==> src/rtl/spi_pkg.sv <==
// Shared types and mode decoding for the SPI slave.
package spi_pkg;

  typedef enum logic {
    IDLE   = 1'b0,
    ACTIVE = 1'b1
  } state_e;

  localparam logic SAMPLE_RISE = 1'b1;
  localparam logic SAMPLE_FALL = 1'b0;

  // Data is sampled on the rising sck edge when CPOL and CPHA agree.
  function automatic logic sample_edge(input int unsigned cpol, input int unsigned cpha);
    return (cpol == cpha) ? SAMPLE_RISE : SAMPLE_FALL;
  endfunction

endpackage

==> src/rtl/sync2.sv <==
// Two-flop synchroniser with a configurable reset level.
module sync2 #(
  parameter logic RESET_VAL = 1'b0
) (
  input  logic clk,
  input  logic reset_n,
  input  logic d,
  output logic q
);

  logic meta;

  always_ff @(posedge clk or negedge reset_n) begin
    if (!reset_n) begin
      meta <= RESET_VAL;
      q    <= RESET_VAL;
    end else begin
      meta <= d;
      q    <= meta;
    end
  end

endmodule

==> src/rtl/spi_slave_sync.sv <==
// SPI slave oversampled in the clk domain, with tx holding register and rx output register.
module spi_slave_sync
  import spi_pkg::*;
#(
  parameter int unsigned WIDTH     = 8,
  parameter int unsigned CPOL      = 0,
  parameter int unsigned CPHA      = 0,
  parameter int unsigned MSB_FIRST = 1
) (
  input  logic             clk,
  input  logic             reset_n,
  input  logic             sck,
  input  logic             cs_n,
  input  logic             mosi,
  output logic             miso,
  output logic             miso_oe,
  input  logic [WIDTH-1:0] tx_data,
  input  logic             tx_valid,
  output logic             tx_ready,
  output logic [WIDTH-1:0] rx_data,
  output logic             rx_valid,
  input  logic             rx_ready,
  output logic             overrun,
  output logic             underrun,
  output logic             busy
);

  localparam int unsigned   CW         = $clog2(WIDTH);
  localparam logic [CW-1:0] LAST_BIT   = CW'(WIDTH - 1);
  localparam logic          SAMPLE_SEL = sample_edge(CPOL, CPHA);

  function automatic logic head(input logic [WIDTH-1:0] w);
    return (MSB_FIRST != 0) ? w[WIDTH-1] : w[0];
  endfunction

  function automatic logic [WIDTH-1:0] advance(input logic [WIDTH-1:0] w);
    return (MSB_FIRST != 0) ? (w << 1) : (w >> 1);
  endfunction

  logic sck_s, cs_s, mosi_s, sck_d, cs_d;
  logic [1:0] settle;

  sync2 #(.RESET_VAL(CPOL != 0)) u_sync_sck  (.clk(clk), .reset_n(reset_n), .d(sck),  .q(sck_s));
  sync2 #(.RESET_VAL(1'b1))      u_sync_cs   (.clk(clk), .reset_n(reset_n), .d(cs_n), .q(cs_s));
  sync2 #(.RESET_VAL(1'b0))      u_sync_mosi (.clk(clk), .reset_n(reset_n), .d(mosi), .q(mosi_s));

  // settle masks the artificial cs_n fall seen when reset releases with cs_n already low.
  always_ff @(posedge clk or negedge reset_n) begin
    if (!reset_n) begin
      sck_d  <= (CPOL != 0);
      cs_d   <= 1'b1;
      settle <= 2'd0;
    end else begin
      sck_d  <= sck_s;
      cs_d   <= cs_s;
      settle <= (settle == 2'd3) ? settle : settle + 2'd1;
    end
  end

  state_e           state;
  logic [CW-1:0]    cnt;
  logic [WIDTH-1:0] shreg, hold, rx_sh, rx_next, load_word;
  logic             hold_full, und_pend, miso_q;
  logic             sck_rise, sck_fall, sample_ev, shift_ev, cs_fall, cs_rise;
  logic             load, load_empty, tx_accept;

  assign sck_rise   = sck_s & ~sck_d;
  assign sck_fall   = ~sck_s & sck_d;
  assign sample_ev  = SAMPLE_SEL ? sck_rise : sck_fall;
  assign shift_ev   = SAMPLE_SEL ? sck_fall : sck_rise;
  assign cs_fall    = cs_d & ~cs_s & (settle == 2'd3);
  assign cs_rise    = cs_s & ~cs_d;

  assign tx_ready   = ~hold_full;
  assign tx_accept  = tx_valid & ~hold_full;
  assign load       = ((state == IDLE) & cs_fall) |
                      ((state == ACTIVE) & ~cs_rise & sample_ev & (cnt == LAST_BIT));
  assign load_word  = hold_full ? hold : (tx_valid ? tx_data : '0);
  assign load_empty = ~hold_full & ~tx_valid;
  assign rx_next    = (MSB_FIRST != 0) ? {rx_sh[WIDTH-2:0], mosi_s} : {mosi_s, rx_sh[WIDTH-1:1]};

  assign miso_oe    = ~cs_s;
  assign miso       = miso_q & miso_oe;

  always_ff @(posedge clk or negedge reset_n) begin
    if (!reset_n) begin
      state     <= IDLE;
      cnt       <= '0;
      shreg     <= '0;
      hold      <= '0;
      hold_full <= 1'b0;
      und_pend  <= 1'b0;
      miso_q    <= 1'b0;
      rx_sh     <= '0;
      rx_data   <= '0;
      rx_valid  <= 1'b0;
      overrun   <= 1'b0;
      underrun  <= 1'b0;
      busy      <= 1'b0;
    end else begin
      overrun  <= 1'b0;
      underrun <= 1'b0;
      if (tx_accept && !load) begin
        hold      <= tx_data;
        hold_full <= 1'b1;
      end
      // A zero-filled word is only reported once it actually starts shifting.
      if (load) begin
        hold_full <= 1'b0;
        und_pend  <= load_empty;
        if (CPHA == 0) begin
          miso_q <= head(load_word);
          shreg  <= advance(load_word);
        end else begin
          shreg  <= load_word;
        end
      end
      if (rx_valid && rx_ready) rx_valid <= 1'b0;
      unique case (state)
        IDLE: begin
          if (cs_fall) begin
            state <= ACTIVE;
            busy  <= 1'b1;
            cnt   <= '0;
          end
        end
        ACTIVE: begin
          if (cs_rise) begin
            state    <= IDLE;
            busy     <= 1'b0;
            cnt      <= '0;
            und_pend <= 1'b0;
            miso_q   <= 1'b0;
          end else begin
            if (sample_ev) begin
              rx_sh <= rx_next;
              if (und_pend && cnt == '0) begin
                underrun <= 1'b1;
                und_pend <= 1'b0;
              end
              if (cnt == LAST_BIT) begin
                cnt      <= '0;
                rx_data  <= rx_next;
                rx_valid <= 1'b1;
                overrun  <= rx_valid & ~rx_ready;
              end else begin
                cnt <= cnt + 1'b1;
              end
            end
            // With CPHA=0 the word's first bit was already driven at load time.
            if (shift_ev && (CPHA != 0 || cnt != '0)) begin
              miso_q <= head(shreg);
              shreg  <= advance(shreg);
            end
          end
        end
        default: state <= IDLE;
      endcase
    end
  end

endmodule

==> config.mk <==
export PLATFORM = sky130hd
export DESIGN_NAME = spi_slave_sync
export DESIGN_NICKNAME = d
export VERILOG_FILES = /design/src/rtl/spi_pkg.sv /design/src/rtl/sync2.sv /design/src/rtl/spi_slave_sync.sv
export SDC_FILE = /design/constraint.sdc
export NUM_CORES = 1
export LEC_CHECK = 0
export CAP_MARGIN = 20
export CORE_ASPECT_RATIO = 1.4
export CORE_UTILIZATION = 25
export DETAILED_ROUTE_END_ITERATION = 10
export SYNTH_ARGS = -nofsm -noshare
export SYNTH_HDL_FRONTEND = slang
export SYNTH_SLANG_ARGS = --single-unit
==> constraint.sdc <==
create_clock -name clk -period 2.6 [get_ports clk]
set_clock_uncertainty 0.05 [all_clocks]
set_input_delay 0.78 -clock clk [delete_from_list [all_inputs] [get_ports clk]]
set_output_delay 0.78 -clock clk [all_outputs]
set_load 0.01 [all_outputs]
==> impl_metrics.ini, run 1 <==
[synth]
yosys_warnings = 0
synth-seq-area-share = 0.598
yosys.area.top_type = dfrtp_1
syn_area_um2 = 2180
synth.avg_cell_area_um2 = 13.5
synth.distinct_cells = 38
ys_ff_latch = 52
async_reset_ff_frac = 1.00
synth_edf_count = 0
ys_top_cells_by_area = dfrtp_1 56%, mux2_4 5.5%, mux2_1 4.1%
synthFlopType = dfrtp_1
syn_inst = 161
syn-num-nets = 180
synth_top_area_share = 0.562

[setup_path]
crit_family = buffers and inverters
critPathLaunch = hold_full
worstSetupEndpointType = primary output
path_depth = 2
required_ps = 1770
r2r_setup_slack_ps = 680
critPathMaxStageDelay_ps = 530
worstRegToRegCells = 5
cp-start-kind = flop
cp_slowest_cell = clkdlybuf4s50_1
crit_path_cell_trace = inv_1 -> clkdlybuf4s50_1
crit_buf_inv = 2
crit_type = reg -> out
critPathMaxFanout = 12
reg2reg_from = settle[0]
worstPathArrival_ps = 1410
rr_endpoint = hold[0]

[power_and_ir_drop]
leakagePower_nw = 1.19
power_per_cell_area_nw_per_um2 = 767
ir_drop_mv = 0.316

[placement]
place_congestion = 0.702
place_area_um2 = 2590
hpwlAfterDp_um = 2760
port_buffers = 29

[global_routing]
antenna_found_initial = 0
gr-total-overflow = 0
grt_pass1_vias = 1389
grt_first_pass_wirelength_um = 6760
grtUsageTotal = 0.0965
grt_max_degree = 31

[finish]
stdcell_area_um2 = 2740
n_antenna_cell = 0
area_growth_pct = 25.5
nets = 214
final_util = 0.330
drive_above_1_share = 0.189

[min_path]
whs_endpoint = u_sync_mosi.q
holdPathStages = 0
hold_path_class = reg -> reg
min_from = u_sync_mosi.meta

[clock_network]
cts_root_buffer = clkbuf_16
clkTransAtPathRegs_ps = 60
cts_setup_buffers = 0
numCtsBuffers = 5
cts_buffer_depth = 2
cts_tree = built
hold_buffers = 0
clk_latency_ps = 280
cts_resized = 0
cts_sinks = 52
htree_levels = 2

[drt]
wire_per_inst_um = 13.1
via_per_inst = 4.44
ant_nets = 0
drt_wl_total_um = 3910
firstDrtPassIters = 4
drc = 0
vias = 1322
drtIter0Drc = 73

[flow_run]
drv_cap = 0

[floorplan]
core_area_um2 = 8300
fp.dieW_um = 80.9
die_h_um = 113
num_rows = 39
pin_count = 30
start_util = 0.263
die-area_um2 = 9110

[timing]
fmax_mhz = 447
finalHoldViolations = 0
slew_headroom = 0.632
rsz0062_at_grt = false
tns_ps = 0
setup_viol = 0
finalMaxSlewViolations = 0
final.period_utilization = 0.861
whs_ps = 301
fin_crit_ps = 2240
worst_pin_slew_ps = 553

[status]
outcome = finished clean
-- flip-flops by register name, summed over array words and instances, names as in the netlist, 2 cells and up --
name and flops:
hold 8, rx_data 8, shreg 8, rx_sh 7
cnt 3, settle 2
-- cells in the final DEF, fill, tap and decap left out, drive strengths merged, types with 2 or more instances in the layout --
cell           netlist  final
a221oi               7      7
a22o                 2      2
and2                 3      3
buf                  4      5
clkbuf               2      8
clkdlybuf4s50        0     28
dfrtp               49     49
dfstp                3      3
ha                   4      4
inv                  5      5
mux2                24     24
mux2i                3      3
nand2               13     13
nand2b               2      2
nor2                12     12
nor2b                4      4
nor3                 2      2
o21ai                3      3
o31ai                6      6
-- layer usage --
layer  vias to the layer above  wire length (um)  GRT usage
li1                        640                 -          -
met1                       651              1860      0.125
met2                        26              1840      0.152
met3                         5               150     0.0260
met4                         0                57     0.0357
met5                         -                 0          0
-- stage by stage --
stage / cells / power, mW / setup WS (ps)
finish: 298 / 2.10 / 362
global placement: 290 / 1.44 / 402
CTS: 298 / 2.13 / 347
global route: 298 / 2.23 / 288
detailed placement: 290 / 1.46 / 347
floorplan: 161 / 1.33 / 725
-- report_power, final --
part           internal, mW  total [mW]  switching, mW
logic                 0.206       0.352          0.146
clock network         0.384       0.659          0.275
registers             0.981        1.09          0.107
-- worst max-delay path by stage --
stage          endpoint  slack (ps)
2_1_floorplan   hold[0]         720
3_3_place_gp    hold[1]         400
3_5_place_dp     miso_q         350
4_1_cts            miso         350
5_1_grt        tx_ready         290
6_report       tx_ready         360
-- kinds of logic (layout without fill, tap and decap cells) --
family | count (synthesis) | after routing | synth area share
flops | 52 | 52 | 0.598
simple gates | 43 | 43 | 0.106
mux | 27 | 27 | 0.151
compound gates | 23 | 23 | 0.0878
buf+inv | 11 | 46 | 0.0293
fa+ha+maj | 4 | 4 | 0.0229
xor+xnor | 1 | 1 | 0.00402
-- Yosys cell counts, types with 2 or more instances --
cell type  instances
nor2b_1            4
o21ai_0            2
o31ai_1            6
mux2_4             8
mux2_2             8
dfstp_2            3
clkbuf_1           2
inv_1              5
mux2i_1            3
a221oi_1           7
nand2_1           12
nor2_1            12
dfrtp_1           49
buf_2              2
mux2_1             8
nor3_1             2
ha_1               4
and2_1             2
nand2b_1           2
a22o_1             2
-- layout make-up --
class,count,area (um2)
clock buffer,8,146
fill,839,5560
inverter,5,18.8
multi-input combinational,98,812
sequential,52,1310
tap,102,128
timing repair buffer,33,328
Note: power is estimated with default switching activity, not from simulation.
==> inputs of run 2 (changes only) <==
Settings changed: SETUP_SLACK_MARGIN set to 0.02, SKIP_LAST_GASP set to 1.
==> results of run 2 <==
Same layout as run 1: the final DEF is identical, and so are final timing and power.
